<file path="src/rtl/bcd_pkg.sv">
// Shared BCD digit type, digit limits and load-time sanitising helper.
package bcd_pkg;

    typedef logic [3:0] bcd_digit_t;

    localparam bcd_digit_t BCD_MAX  = 4'd9;
    localparam bcd_digit_t BCD_ZERO = 4'd0;

    function automatic bcd_digit_t bcd_sanitize(input bcd_digit_t digit);
        return (digit > BCD_MAX) ? BCD_ZERO : digit;
    endfunction

endpackage

</file>
<file path="src/rtl/bcd_digit_step.sv">
// One BCD digit of the step chain: applies +1/-1 when step_in_i is set and
// reports the carry/borrow to the next digit.
module bcd_digit_step
    import bcd_pkg::*;
(
    input  bcd_digit_t digit_i,
    input  logic       up_i,
    input  logic       step_in_i,
    output bcd_digit_t digit_o,
    output logic       step_out_o
);

    always_comb begin
        digit_o    = digit_i;
        step_out_o = 1'b0;
        if (step_in_i) begin
            if (up_i) begin
                if (digit_i >= BCD_MAX) begin
                    digit_o    = BCD_ZERO;
                    step_out_o = 1'b1;
                end else begin
                    digit_o = digit_i + 4'd1;
                end
            end else begin
                if (digit_i == BCD_ZERO) begin
                    digit_o    = BCD_MAX;
                    step_out_o = 1'b1;
                end else begin
                    digit_o = digit_i - 4'd1;
                end
            end
        end
    end

endmodule

</file>
<file path="src/rtl/bcd_counter_multi.sv">
// N-digit BCD up/down counter with prescaler, step position select, load and
// sticky flags. Define BCD_COUNTER_SATURATE_EN to saturate instead of wrapping.
module bcd_counter_multi #(
    parameter int NUM_DIGITS = 4,
    parameter int TICK_DIV   = 25000000,
    parameter int SEL_W      = 3
) (
    input  logic                    Clock,
    input  logic                    Reset,
    input  logic                    Enable,
    input  logic                    Up,
    input  logic [SEL_W-1:0]        Digit_sel,
    input  logic                    Load,
    input  logic [4*NUM_DIGITS-1:0] Load_value,
    output logic [4*NUM_DIGITS-1:0] BCD,
    output logic                    Tick,
    output logic                    Overflow,
    output logic                    Underflow
);

    import bcd_pkg::*;

    localparam int CNT_W = (TICK_DIV > 1) ? $clog2(TICK_DIV) : 1;
    localparam logic [CNT_W-1:0] PRESC_LAST = CNT_W'(TICK_DIV - 1);

    logic [CNT_W-1:0] presc_q, presc_d;
    logic             tick_int;
    logic             tick_q;
    logic             ovf_q, ovf_d;
    logic             unf_q, unf_d;
    logic             step_en;
    logic [NUM_DIGITS:0] carry;

    bcd_digit_t [NUM_DIGITS-1:0] digits_q, digits_d, stepped, loaded;

    assign tick_int = (presc_q == PRESC_LAST);
    assign step_en  = tick_int & Enable & ~Load;
    assign carry[0] = 1'b0;

    // The step enters at the selected digit; every other digit only sees the
    // ripple from below, so an out-of-range Digit_sel leaves the chain idle.
    for (genvar i = 0; i < NUM_DIGITS; i++) begin : g_digit
        logic sel_hit;
        assign sel_hit   = step_en && (Digit_sel == SEL_W'(i));
        assign loaded[i] = bcd_sanitize(Load_value[4*i +: 4]);

        bcd_digit_step u_step (
            .digit_i    (digits_q[i]),
            .up_i       (Up),
            .step_in_i  (sel_hit | carry[i]),
            .digit_o    (stepped[i]),
            .step_out_o (carry[i+1])
        );
    end

    always_comb begin
        presc_d  = tick_int ? '0 : presc_q + CNT_W'(1);
        digits_d = digits_q;
        ovf_d    = ovf_q;
        unf_d    = unf_q;
        if (Load) begin
            digits_d = loaded;
            ovf_d    = 1'b0;
            unf_d    = 1'b0;
        end else begin
            digits_d = stepped;
            if (carry[NUM_DIGITS]) begin
                if (Up) ovf_d = 1'b1;
                else    unf_d = 1'b1;
`ifdef BCD_COUNTER_SATURATE_EN
                digits_d = Up ? {NUM_DIGITS{BCD_MAX}} : {NUM_DIGITS{BCD_ZERO}};
`endif
            end
        end
    end

    always_ff @(posedge Clock) begin
        if (Reset) begin
            presc_q  <= '0;
            tick_q   <= 1'b0;
            digits_q <= '0;
            ovf_q    <= 1'b0;
            unf_q    <= 1'b0;
        end else begin
            presc_q  <= presc_d;
            tick_q   <= tick_int;
            digits_q <= digits_d;
            ovf_q    <= ovf_d;
            unf_q    <= unf_d;
        end
    end

    assign BCD       = digits_q;
    assign Tick      = tick_q;
    assign Overflow  = ovf_q;
    assign Underflow = unf_q;

endmodule
</file>
<file path="config.mk">
export PLATFORM = sky130hd
export DESIGN_NAME = bcd_counter_multi
export DESIGN_NICKNAME = d
export VERILOG_FILES = /design/src/rtl/bcd_pkg.sv /design/src/rtl/bcd_digit_step.sv /design/src/rtl/bcd_counter_multi.sv
export SDC_FILE = /design/constraint.sdc
export NUM_CORES = 1
export LEC_CHECK = 0
export CAP_MARGIN = 5
export CELL_PAD_IN_SITES_DETAIL_PLACEMENT = 1
export CELL_PAD_IN_SITES_GLOBAL_PLACEMENT = 2
export CORE_MARGIN = 4
export CORE_UTILIZATION = 32
export CTS_BUF_LIST = sky130_fd_sc_hd__clkbuf_4 sky130_fd_sc_hd__clkbuf_8
export CTS_CLUSTER_SIZE = 24
export DETAILED_ROUTE_END_ITERATION = 6
export GPL_TIMING_DRIVEN = 0
export PLACE_DENSITY = 0.84
export RECOVER_POWER = 50
export SLEW_MARGIN = 40
export SYNTH_ARGS = -nofsm -noshare
export SYNTH_HDL_FRONTEND = slang
export SYNTH_SLANG_ARGS = --single-unit
</file>
<file path="constraint.sdc">
create_clock -name Clock -period 3 [get_ports Clock]
set_clock_uncertainty 0.1 [all_clocks]
set_input_delay 0.45 -clock Clock [delete_from_list [all_inputs] [get_ports Clock]]
set_output_delay 0.45 -clock Clock [all_outputs]
set_load 0.01 [all_outputs]
</file>
==> flow_metrics.env, run 1 <==
export IMPL_p_sw_uw=384
export IMPL_cp_start_kind="register"
export IMPL_min_to="Underflow"
export IMPL_synth_common_cells="60 x nor2_1, 44 x dfxtp_1, 25 x o21ai_0"
export IMPL_hold_viol_final=0
export IMPL_critPathKind="reg -> reg"
export IMPL_die_area_sq_um=10400
export IMPL_cts_sinks=44
export IMPL_cts_setup_buffers=0
export IMPL_synth_compound_area_share_pct=19.6
export IMPL_drc_errors=0
export IMPL_row_count=34
export IMPL_r2r_slack_ps=140
export IMPL_pwr_share_clk_pct=36.8
export IMPL_synth_nets=409
export IMPL_place_port_buffers=41
export IMPL_placedCellCount=521
export IMPL_gp_congestion=0.836
export IMPL_dr_pass1_iters=4
export IMPL_crit_family="compound AO/OA/AOI/OAI gates"
export IMPL_synth_top_family_by_area="simple AND/OR/NAND/NOR gates"
export IMPL_htreeDepth=2
export IMPL_pwr_share_comb_pct=17.1
export IMPL_overflow=0
export IMPL_p_per_area_nw_per_um2=380
export IMPL_setup_tns_ps=0
export IMPL_areaGrowthSynthToFinish_pct=24.6
export IMPL_antenna_found_initial=0
export IMPL_report_final_setup_viol=0
export IMPL_syn_avg_cell_area_sq_um=7.63
export IMPL_crit_slowest_cell="or3b_2"
export IMPL_status="completed"
export IMPL_syn_instance_count=372
export IMPL_synth_distinct_cells=55
export IMPL_via_per_inst=5.43
export IMPL_ant_nets=0
export IMPL_grt_pass1_vias=2907
export IMPL_dpl_hpwl_microns=6600
export IMPL_vias=2871
export IMPL_antenna_cells=0
export IMPL_rsz0062_at_grt="false"
export IMPL_drive_gt1_share_pct=7.13
export IMPL_synth_edf_count=0
export IMPL_synth_area_sq_um=2840
export IMPL_insertion_delay_ps=300
export IMPL_drt_total_wl_microns=8550
export IMPL_final_instance_count_excl_fill=529
export IMPL_min_period_over_period_pct=95.4
export IMPL_grt_max_degree=17
export IMPL_cpPeakStageDelay_ps=500
export IMPL_yosysMostFrequentCell="nor2_1"
export IMPL_yosysTopAreaCell="dfxtp_1"
export IMPL_ys_top_cells_by_area="dfxtp_1 31%, nor2_1 7.9%, ha_1 5.7%"
export IMPL_ys_seq_elements=44
export IMPL_synth_area_mux_share_pct=1.85
export IMPL_drt_iter0_drc=69
export IMPL_yosys_warnings=0
export IMPL_p_seq_share_pct=46.1
export IMPL_p_leak_uw=0.00131
export IMPL_holdPathStages=2
export IMPL_fin_util_pct=40.8
export IMPL_synth_xor_area_share_pct=6.79
export IMPL_p_sw_share_pct=28.6
export IMPL_synthSimpleGateAreaFrac_pct=29.7
export IMPL_postSynth_asyncResetShare_pct=0
export IMPL_cp_end_kind="register"
export IMPL_cts_tree="yes"
export IMPL_wl_per_cell_microns=16.2
export IMPL_hold_path_class="reg -> reg"
export IMPL_regToRegStartpoint="BCD[0]"
export IMPL_max_slew_margin_pct=57.2
export IMPL_crit_fanout=8
export IMPL_rr_worst_depth=9
export IMPL_seq_area_frac_synth_pct=31.0
export IMPL_ios=43
export IMPL_cp_cell_sequence="inv_2, ha_4, or3b_2, a311o_1, o21ai_0, or3_1, buf_2, mux2_2, a211oi_1"
export IMPL_finalNetCount=457
export IMPL_yosysTopAreaCellShare_pct=31.0
export IMPL_report_final_slew_viol_count=0
export IMPL_p_int_uw=960
export IMPL_fill_cells=1072
export IMPL_hold_buffers=0
export IMPL_critical_path_buf_inv_count=2
export IMPL_required_ps=3120
export IMPL_arrival_ps=2980
export IMPL_die_h_microns=102
export IMPL_irDropWorstVdd_v=0.000232
export IMPL_cap_violations=0
export IMPL_core_sq_um=8680
export IMPL_die_x_microns=102
export IMPL_post_route_min_period_ps=2860
export IMPL_worstMarginPinSlew_ps=636
export IMPL_initial_utilization_pct=32.7
export IMPL_grt_util_all_layers_pct=16.7
export IMPL_r2r_end="BCD[9]"
export IMPL_fmax_ghz=0.349
export IMPL_root_buffer="clkbuf_8"
export IMPL_grt_first_pass_wirelength_microns=14200
export IMPL_synth_fa_ha_area_share_pct=5.73
export IMPL_synth_ff_type="dfxtp_1"
export IMPL_hold_start="Underflow"
export IMPL_clockBufferDepth=2
export IMPL_cts_buffers=5
export IMPL_clkTransAtPathRegs_ps=100
==> worst max-delay path by stage <==
stage / start / to / slack, ps / depth (start not counted)
after floorplan: BCD[0] / BCD[9] / 320 / 9
after global placement: Up / BCD[5] / -190 / 7
after detailed placement: Up / BCD[11] / -180 / 8
after CTS: BCD[0] / BCD[9] / 40 / 9
after global routing: BCD[0] / BCD[9] / 20 / 9
final: BCD[0] / BCD[9] / 140 / 9
==> what timing repair did <==
item,in CTS,in global routing
resized for setup,1,7
endpoints found under the hold margin,0,0
endpoints found under the setup margin,1,5
==> sequential cells by signal, indices dropped and copies added, names as in the netlist <==
register / flops
Tick: 1
presc_q: 25
BCD: 16
Underflow: 1
Overflow: 1
==> cell families (layout without fill, tap and decap cells) <==
| logic type | Yosys count | in the layout |
|---|---|---|
| AO/OA/AOI/OAI | 86 | 86 |
| XOR/XNOR | 22 | 22 |
| adder cells (fa/ha/maj) | 13 | 13 |
| buffers and inverters | 39 | 88 |
| flip-flops | 44 | 44 |
| multiplexers | 5 | 5 |
| AND/OR/NAND/NOR | 163 | 163 |
==> metal layers <==
layer | share of wire [%] | wire, microns | vias up | track usage (%)
met3 | 3.0 | 255 | 6 | 1.98
met5 | 0 | 0 | - | 0
li1 | - | - | 1427 | -
met4 | 0.84 | 72 | 0 | 2.93
met1 | 44 | 3780 | 1404 | 20.2
met2 | 52 | 4440 | 34 | 31.7
==> power by group through the flow <==
stage	combinational [uW]	clock, uW	sequential, uW
finish	230	494	620
global placement	224	0	633
floorplan	126	0	633
global route	256	532	624
CTS	233	506	620
detailed placement	231	0	634
==> stage by stage <==
stage,setup slack [ps],total power [uW],area (sq um),hold WS (ps)
3_5_place_dp,-185,865,3400,363
5_1_grt,16.8,1410,3540,419
2_1_floorplan,319,759,2840,337
4_1_cts,35.5,1360,3520,385
6_report,137,1340,3540,374
3_3_place_gp,-194,857,3380,361
==> cells in the final DEF, fill, tap and decap left out, types with 4 or more instances in the layout <==
cell type,instances
nor2_1,59
dfxtp_1,42
o21ai_0,25
clkdlybuf4s50_1,23
nand2_1,21
inv_1,20
nand3_1,19
dlygate4sd3_1,18
xor2_1,17
clkbuf_1,15
a21oi_1,15
ha_1,12
nand4_1,11
a31oi_1,9
and3_1,7
a211oi_1,7
nand2b_1,6
o22ai_1,5
xnor2_1,5
clkbuf_8,5
nor3b_1,4
nor3_1,4
==> worst register-to-register path, stage by stage (launching register included) <==
cell and delay, ps:
dfxtp_1 420, inv_2 130, ha_4 180, or3b_2 500
a311o_1 410, o21ai_0 210, or3_1 140, buf_2 150
mux2_2 340, a211oi_1 210
==> area by class of cell <==
| cell class | instances | area (sq um) | share of cell area, % |
|---|---|---|---|
| Clock inverter | 3 | 50.0 | 1.41 |
| Timing Repair Buffer | 41 | 410 | 11.6 |
| Inverter | 21 | 78.8 | 2.23 |
| Buffer | 18 | 70.1 | 1.98 |
| Multi-Input combinational cell | 289 | 1840 | 52.1 |
| Sequential cell | 44 | 883 | 25.0 |
| Clock buffer | 5 | 68.8 | 1.94 |
| Tap cell | 108 | 135 | 3.82 |
Note: power is estimated with default switching activity, not from simulation.
==> inputs of run 2 (changes only) <==
--- a/config.mk
+++ b/config.mk
@@ -5,17 +5,20 @@
 export SDC_FILE = /design/constraint.sdc
 export NUM_CORES = 1
 export LEC_CHECK = 0
+export ABC_AREA = 1
 export CAP_MARGIN = 5
 export CELL_PAD_IN_SITES_DETAIL_PLACEMENT = 1
 export CELL_PAD_IN_SITES_GLOBAL_PLACEMENT = 2
 export CORE_MARGIN = 4
-export CORE_UTILIZATION = 32
+export CORE_UTILIZATION = 31
 export CTS_BUF_LIST = sky130_fd_sc_hd__clkbuf_4 sky130_fd_sc_hd__clkbuf_8
 export CTS_CLUSTER_SIZE = 24
 export DETAILED_ROUTE_END_ITERATION = 6
+export GPL_ROUTABILITY_DRIVEN = 0
 export GPL_TIMING_DRIVEN = 0
-export PLACE_DENSITY = 0.84
+export PLACE_DENSITY = 0.85
 export RECOVER_POWER = 50
+export SKIP_CTS_REPAIR_TIMING = 1
 export SLEW_MARGIN = 40
 export SYNTH_ARGS = -nofsm -noshare
 export SYNTH_HDL_FRONTEND = slang
==> run 2 against run 1 <==
  * First-iteration DRC count increased by 4.3%
  * Core utilization decreased by 2.3 points
  * Cell count increased by 13%
  * Largest power group unchanged
  * Clock power decreased by 23%
  * Critical path depth increased by 2
  * Critical endpoint is now presc_q[15]
==> flow_metrics.env, run 2 <==
export IMPL_setup_tns_ps=0
export IMPL_p_per_area_nw_per_um2=364
export IMPL_row_count=35
export IMPL_seq_area_frac_synth_pct=30.3
export IMPL_via_per_inst=4.97
export IMPL_final_instance_count_excl_fill=598
export IMPL_fin_util_pct=38.5
export IMPL_insertion_delay_ps=300
export IMPL_multi_input_area_sq_um=1750
export IMPL_finalNetCount=524
export IMPL_seq_area_sq_um=881
export IMPL_yosysTopAreaCell="dfxtp_1"
export IMPL_cts_sinks=44
export IMPL_synth_common_cells="87 x nand2_1, 61 x inv_1, 47 x nor2_1"
export IMPL_cpPeakStageDelay_ps=440
export IMPL_root_buffer="clkbuf_8"
export IMPL_grt_util_all_layers_pct=16.1
export IMPL_place_area_sq_um=3460
export IMPL_drive_gt1_share_pct=5.95
export IMPL_max_slew_margin_pct=61.8
export IMPL_drt_iter0_drc=72
export IMPL_clkTransAtPathRegs_ps=90
export IMPL_synth_nets=476
export IMPL_critical_path_buf_inv_count=3
export IMPL_die_area_sq_um=11000
export IMPL_largest_register_ffs=25
export IMPL_vias=2975
export IMPL_rsz0062_at_grt="false"
export IMPL_grt_first_pass_wirelength_microns=14700
export IMPL_grt_max_degree=14
export IMPL_grt_pass1_vias=3139
export IMPL_antenna_cells=0
export IMPL_cp_start_kind="register"
export IMPL_yosysTopAreaCellShare_pct=30.3
export IMPL_drt_total_wl_microns=8500
export IMPL_p_leak_uw=0.00145
export IMPL_clockBufferDepth=2
export IMPL_wl_per_cell_microns=14.2
export IMPL_cts_tree="yes"
export IMPL_placedCellCount=591
export IMPL_syn_instance_count=439
export IMPL_syn_avg_cell_area_sq_um=6.63
export IMPL_crit_fanout=10
export IMPL_cp_end_kind="register"
export IMPL_die_x_microns=105
export IMPL_die_h_microns=105
export IMPL_layout_common_cells="88 x nand2_1, 62 x inv_1, 47 x nor2_1"
export IMPL_finish_instance_area_sq_um=3540
export IMPL_status="completed"
export IMPL_cp_common_cell="nand2_1"
export IMPL_initial_utilization_pct=31.6
export IMPL_synth_edf_count=0
export IMPL_areaGrowthSynthToFinish_pct=21.5
export IMPL_fill_cells=1210
export IMPL_irDropWorstVdd_v=0.000155
export IMPL_yosys_warnings=0
export IMPL_p_total_uw=1290
export IMPL_hold_path_class="reg -> reg"
export IMPL_drc_errors=0
export IMPL_postSynth_asyncResetShare_pct=0
export IMPL_synth_ff_type="dfxtp_1"
export IMPL_required_ps=3090
export IMPL_overflow=0
export IMPL_fmax_ghz=0.437
export IMPL_hold_viol_final=0
export IMPL_ys_seq_elements=44
export IMPL_post_route_min_period_ps=2290
export IMPL_htreeDepth=2
export IMPL_antenna_found_initial=0
export IMPL_report_final_setup_viol=0
export IMPL_ios=43
export IMPL_top_register="presc_q"
export IMPL_dr_pass1_iters=4
export IMPL_critPathKind="reg -> reg"
export IMPL_min_period_over_period_pct=76.2
export IMPL_cp_cell_sequence="ha_1, nand2_1, inv_1, nand2_1, nor2_1, nand2_1, nand2_1, clkbuf_1, inv_1, o21ai_0, a21oi_1"
export IMPL_arrival_ps=2380
export IMPL_synth_area_sq_um=2910
export IMPL_worstMarginPinSlew_ps=573
export IMPL_yosysMostFrequentCell="nand2_1"
export IMPL_place_port_buffers=41
export IMPL_crit_slowest_cell="clkbuf_1"
export IMPL_final_common_cell="nand2_1"
export IMPL_cts_buffers=5
export IMPL_synth_distinct_cells=38
export IMPL_ys_top_cells_by_area="dfxtp_1 30%, nand2_1 11%, inv_1 7.9%"
export IMPL_ant_nets=0
export IMPL_core_sq_um=9200
export IMPL_report_final_slew_viol_count=0
export IMPL_dpl_hpwl_microns=6820
export IMPL_cap_violations=0
export IMPL_crit_family="buffers and inverters"
[run 2: logic make-up after synthesis]
family | after synthesis | share of synthesized area (%)
xor+xnor | 15 | 4.51
buf+inv | 73 | 9.67
compound gates | 92 | 18.2
flops | 44 | 30.3
simple gates | 202 | 31.8
fa+ha+maj | 13 | 5.59
[run 2: per-stage QoR]
stage               setup WS (ps)  hold WS [ps]
detailed placement            614           345
global route                  378           375
floorplan                    1020           318
global placement              657           326
CTS                           677           361
finish                        713           351
[run 2: worst paths after layout]
path                                 start           to  slack [ps]  cells past startpoint
worst max-delay path            presc_q[0]  presc_q[15]         710                     11
worst min-delay path             Underflow    Underflow         350                      2
worst min register to register   Underflow    Underflow         350                      2
worst max register to register  presc_q[0]  presc_q[15]         710                     11
[run 2: metal layers]
metal	up-vias	routed length [microns]	track usage [%]
li1	1549	-	-
met1	1388	3840	19.4
met2	34	4370	29.7
met3	4	221	3.09
met4	0	68	3.09
met5	-	0	0
[run 2: power by group]
part	internal, uW	total (uW)	leakage [uW]	switching [uW]
sequential	602	629	0.000358	26.8
combinational	120	278	0.00106	158
clock	158	381	0.0000400	223
total	880	1290	0.00145	407
[run 2: layout make-up]
type | instances | share of cell area, %
clock inverters | 2 | 0.354
repair buffers | 41 | 11.6
multi-input cells | 322 | 49.3
plain buffers | 9 | 1.13
well taps | 111 | 3.93
flip-flops and latches | 44 | 24.9
inverters | 64 | 6.79
clock buffers | 5 | 1.95
[run 2: worst min-delay path: cells and delay by family (launching register included)]
kind,cells,cell delay (ps)
buffers and inverters,1,40
AOI/OAI and AO/OA,1,50
DFF,1,320
==> inputs of run 3 (changes only) <==
==> constraint.sdc (replaced) <==
create_clock -name Clock -period 2.35 [get_ports Clock]
set_clock_uncertainty 0.1 [all_clocks]
set_input_delay 0.3525 -clock Clock [delete_from_list [all_inputs] [get_ports Clock]]
set_output_delay 0.3525 -clock Clock [all_outputs]
set_load 0.01 [all_outputs]
==> run 3 against run 2 <==
  * Register-to-register slack got worse by 540 ps
  * Largest power group unchanged
  * Worst hold slack got worse by 30 ps
  * Largest cell class unchanged
  * Design area increased by 0.46%
  * First-iteration DRC count decreased by 9.7%
  * Non-clock buffer count unchanged
  * Sequential share of layout area about the same
  * Critical endpoint is now Underflow
  * Critical path depth increased by 2
==> flow_metrics.env, run 3 (synthesized netlist as in run 2, its figures left out) <==
export IMPL_row_count=35
export IMPL_post_route_min_period_ps=2180
export IMPL_ios=43
export IMPL_cap_violations=0
export IMPL_die_h_microns=105
export IMPL_clkTransAtPathRegs_ps=90
export IMPL_die_area_sq_um=11000
export IMPL_required_ps=2490
export IMPL_place_port_buffers=41
export IMPL_vias=2983
export IMPL_grt_max_degree=14
export IMPL_antenna_found_initial=0
export IMPL_report_final_slew_viol_count=0
export IMPL_drt_iter0_drc=65
export IMPL_clockBufferDepth=2
export IMPL_worstMarginPinSlew_ps=597
export IMPL_fmax_ghz=0.459
export IMPL_cts_buffers=5
export IMPL_htreeDepth=2
export IMPL_cp_start_kind="register"
export IMPL_fill_cells=1208
export IMPL_root_buffer="clkbuf_8"
export IMPL_drc_errors=0
export IMPL_use_met1_pct=19.4
export IMPL_setup_tns_ps=0
export IMPL_max_slew_margin_pct=60.2
export IMPL_regToRegStartpoint="BCD[0]"
export IMPL_top_register="presc_q"
export IMPL_critPathKind="reg -> reg"
export IMPL_crit_slowest_cell="dfxtp_2"
export IMPL_hold_path_class="in -> reg"
export IMPL_insertion_delay_ps=300
export IMPL_met3_usage_pct=3.09
export IMPL_wl_per_cell_microns=14.2
export IMPL_grt_first_pass_wirelength_microns=14700
export IMPL_cp_cell_sequence="inv_1, ha_1, nand3_1, nand2_1, nand2_1, nand2_1, a21oi_2, nand3_2, nand2_1, nand2_1, nand2_1, nand3_1, a21oi_1"
export IMPL_p_leak_uw=0.00146
export IMPL_min_period_over_period_pct=92.8
export IMPL_die_x_microns=105
export IMPL_layout_common_cells="88 x nand2_1, 61 x inv_1, 46 x nor2_1"
export IMPL_seq_area_sq_um=886
export IMPL_grt_util_all_layers_pct=16.1
export IMPL_crit_fanout=7
export IMPL_finalNetCount=524
export IMPL_overflow=0
export IMPL_dr_pass1_iters=4
export IMPL_arrival_ps=2330
export IMPL_antenna_cells=0
export IMPL_setup_ws_ps=169
export IMPL_irDropWorstVdd_v=0.000197
export IMPL_initial_utilization_pct=31.6
export IMPL_hold_viol_final=0
export IMPL_cp_startpoint="BCD[0]"
export IMPL_report_final_setup_viol=0
export IMPL_core_sq_um=9200
export IMPL_busiest_layer="met2"
export IMPL_grt_pass1_vias=3139
export IMPL_p_per_area_nw_per_um2=463
export IMPL_via_per_inst=4.99
export IMPL_pre_cts_ws_ps=42.1
export IMPL_status="completed"
export IMPL_largest_register_ffs=25
export IMPL_final_common_cell="nand2_1"
export IMPL_dpl_hpwl_microns=6820
export IMPL_rsz0062_at_grt="false"
export IMPL_hold_start="Up"
export IMPL_cpPeakStageDelay_ps=400
export IMPL_cts_tree="yes"
export IMPL_drt_total_wl_microns=8510
export IMPL_cts_sinks=44
export IMPL_ant_nets=0
export IMPL_grt_use_met2_pct=29.7
export IMPL_areaGrowthSynthToFinish_pct=22.1
export IMPL_multi_input_area_sq_um=1760
export IMPL_drive_gt1_share_pct=7.39
export IMPL_cp_common_cell="nand2_1"
export IMPL_cp_end_kind="register"
==> run 3: cell count changes in the layout (fill, tap and decap cells not counted) <==
cell and change:
buf_2 +1, clkbuf_1 -1, dfxtp_1 -4, dfxtp_2 +4
inv_1 -1, inv_2 +1, nand3_2 -1, nand3_4 +1
nor2_1 -1, nor2_2 +1, o21ai_0 -1, o21ai_1 +1
==> run 3: area by class of cell <==
class	instances	share of cell area, %
sequential	44	24.9
tap	111	3.91
buffer	9	1.16
timing repair buffer	41	11.5
inverter	64	6.76
clock buffer	5	1.94
multi-input combinational	322	49.4
clock inverter	2	0.352
==> run 3: final timing paths <==
check	slack (ps)	cells after the start	end
setup / recovery	170	13	Underflow
setup reg to reg	170	13	Underflow
hold reg to reg	350	2	Underflow
hold / removal	320	3	Overflow
==> run 3: critical path: cells and delay by family, from the launching register on <==
kind                       cells  cell delay [ps]
AOI/OAI and AO/OA              2              300
adders and majority gates      1              270
buffers and inverters          1              110
DFF                            1              400
and+or+nand+nor                9              950
==> run 3: metal layers <==
metal	wire, microns	vias to the layer above	share of wire, %
li1	-	1548	-
met1	3840	1395	45
met2	4370	36	51
met3	225	4	2.6
met4	68	0	0.80
met5	0	-	0
==> run 3: through the flow <==
step | instances | util, % | total power (uW) | cell area, sq um | hold slack (ps)
finish | 598 | 38.6 | 1650 | 3550 | 321
global route | 598 | 38.6 | 1750 | 3550 | 342
CTS | 598 | 38.5 | 1680 | 3540 | 322
detailed placement | 591 | 37.6 | 1190 | 3460 | 345
global placement | 591 | 37.6 | 1170 | 3460 | 326
floorplan | 439 | - | 1030 | 2910 | 318
==> run 3: power breakdown <==
group          internal [uW]  switching [uW]  total, uW
Sequential               769            34.0        803
Clock                    202             284        487
Combinational            154             202        356
==> RTL edit, RTL diff (flow settings as in run 1) <==
The parameter `NUM_DIGITS` goes from 4 to 6.
--- a/src/rtl/bcd_counter_multi.sv
+++ b/src/rtl/bcd_counter_multi.sv
@@ -3,3 +3,3 @@
 module bcd_counter_multi #(
-    parameter int NUM_DIGITS = 4,
+    parameter int NUM_DIGITS = 6,
     parameter int TICK_DIV   = 25000000,
Interface: changed (resized BCD and Load_value); port bits go from 43 to 59. The function was not compared with the original's and may differ.
==> RTL edit against run 1 <==
Critical path depth did not move. Design area grew 32%. Sequential share of layout area down 2.6 points. Worst setup slack improved by 0.0076 ns. Largest power group unchanged. Non-clock buffer count is 24 higher. Hold slack lost 0.025 ns. Maximum frequency is 0.27% higher. Wire length is 45% higher. Sequential cell count up 8. Count of clock-buffer cells in the layout did not move. Power is 15% higher. Critical endpoint is now BCD[12]$_SDFFE_PP0P_. Synthesized area rose by 33%.
==> RTL edit: results <==
group,metric,value,unit
clock_network,clock_latency,0.33,ns
timing,tightest_slew,0.656,ns
placement,gp_congestion,0.819,
layout,n_fill_cell,1406,
yosys,synthTopCellsByArea,"dfxtp_1, nor2_1, ha_1",
clock_network,clockRootBuffer,"clkbuf_8",
clock_network,ctsLongestPathBuffers,2,
detailed_routing,drtIter0Drc,170,
grt,grt_pass1_vias,3951,
outcome,status,"completed",
clock_network,cts.clk_slew.worst_paths,0.12,ns
layout,top_register,"presc_q",
placement,dp_hpwl,9320,um
yosys,yosysWarnings,0,
hold_path,hold_path_class,"flip-flop to flip-flop",
layout,largest_reg_flops,25,
yosys,synthTopCellsByCount,"nor2_1, dfxtp_1, a21oi_1, o21ai_0, nand2_1",
grt,antenna_found_initial,0,
yosys,ys_seq_area_frac,0.276,
power_and_ir_drop,leakage,1.73,nW
yosys,synthesis.nets,550,
detailed_routing,avgRoutedWirePerCell,17.5,um
clock_network,cts_setup_buffers,0,
grt,track_usage,0.186,
detailed_routing,viasPerCell,5.50,
layout,antennaDiodeCount,0,
yosys,ys.flop_type,"dfxtp_1",
clock_network,cts_inserted_buffers,5,
clock_network,post_cts_resized,3,
placement,dp_slack,-0.674,ns
placement,io_buffers,58,
layout,nets,615,
clock_network,htreeDepth,2,
power_and_ir_drop,vdd_drop_max,158,uV
layout,drive_above_1_share,0.0832,
setup_path,crit_path_max_fanout,7,
yosys,synth_cell_types,64,
yosys,synthArstFlopShare,0,
grt,grt_start_max_net_pins,20,
detailed_routing,drtPass1Iterations,4,
grt,grt_first_pass_wirelength,20200,um
timing,finalHoldViolCount,0,
setup_path,arrival,3.02,ns
## RTL edit: cell types whose count changed in the layout (fill, tap and decap cells not counted), moves of 7 or more
cell	before	now
a21oi_1	15	36
a31oi_1	9	18
clkdlybuf4s50_1	23	33
dfxtp_1	42	50
dlygate4sd3_1	18	27
inv_1	20	27
nand2_1	21	33
nand3_1	19	26
nor2_1	59	77
nor3_1	4	13
o21ai_0	25	34
## RTL edit: worst max-delay path, cell delays in order, from the launching register on
cell and delay [ns]:
dfxtp_1 0.40, inv_1 0.11, ha_1 0.27, or3b_2 0.53
a311oi_1 0.35, o32ai_2 0.19, and2_1 0.19, clkbuf_2 0.15
or3_1 0.32, a31oi_1 0.18
## RTL edit: cell type report
type,count,area share
Buffer,25,0.0344
Clock buffer,5,0.0148
Inverter,27,0.0217
Tap cell,143,0.0384
Multi-Input combinational cell,395,0.535
Sequential cell,52,0.224
Clock inverter,3,0.00725
Timing Repair Buffer,58,0.125
## RTL edit: routing by layer
metal / track usage / up-vias / share of wire
met5: 0 / - / 0
met4: 0.0489 / 0 / 0.019
met3: 0.0290 / 17 / 0.040
met2: 0.307 / 74 / 0.46
met1: 0.254 / 1873 / 0.48
li1: - / 1928 / -
## RTL edit: cell families (layout without fill, tap and decap cells)
kind of cell / count (synthesis) / in the layout / share of synthesized area
AO/OA/AOI/OAI: 128 / 128 / 0.214
XOR/XNOR: 22 / 22 / 0.0510
adder cells (fa/ha/maj): 19 / 19 / 0.0629
buffers and inverters: 52 / 118 / 0.0676
flip-flops: 52 / 52 / 0.276
multiplexers: 10 / 10 / 0.0268
AND/OR/NAND/NOR: 216 / 216 / 0.302
## RTL edit: stage by stage
step                instances  TNS [ns]  hold slack, ns  area, um2
floorplan                 499         0           0.313       3780
global placement          700     -7.78           0.325       4540
detailed placement        700     -9.56           0.340       4540
CTS                       708         0           0.358       4640
global route              708         0           0.368       4660
finish                    708         0           0.349       4660
## RTL edit: path summary, 6_finish.rpt
path / startpoint / end / slack, ns / cells after the start
max reg2reg: BCD[8]$_SDFFE_PP0P_ / BCD[12]$_SDFFE_PP0P_ / 0.14 / 9
max: BCD[8]$_SDFFE_PP0P_ / BCD[12]$_SDFFE_PP0P_ / 0.14 / 9
min reg2reg: presc_q[0]$_SDFF_PP0_ / presc_q[0]$_SDFF_PP0_ / 0.35 / 1
min: presc_q[0]$_SDFF_PP0_ / presc_q[0]$_SDFF_PP0_ / 0.35 / 1
## RTL edit: power breakdown
group	switching [W]	internal, W	total (W)
logic	0.000185	0.000148	0.000334
clock network	0.000300	0.000177	0.000477
registers	0.0000271	0.000708	0.000735
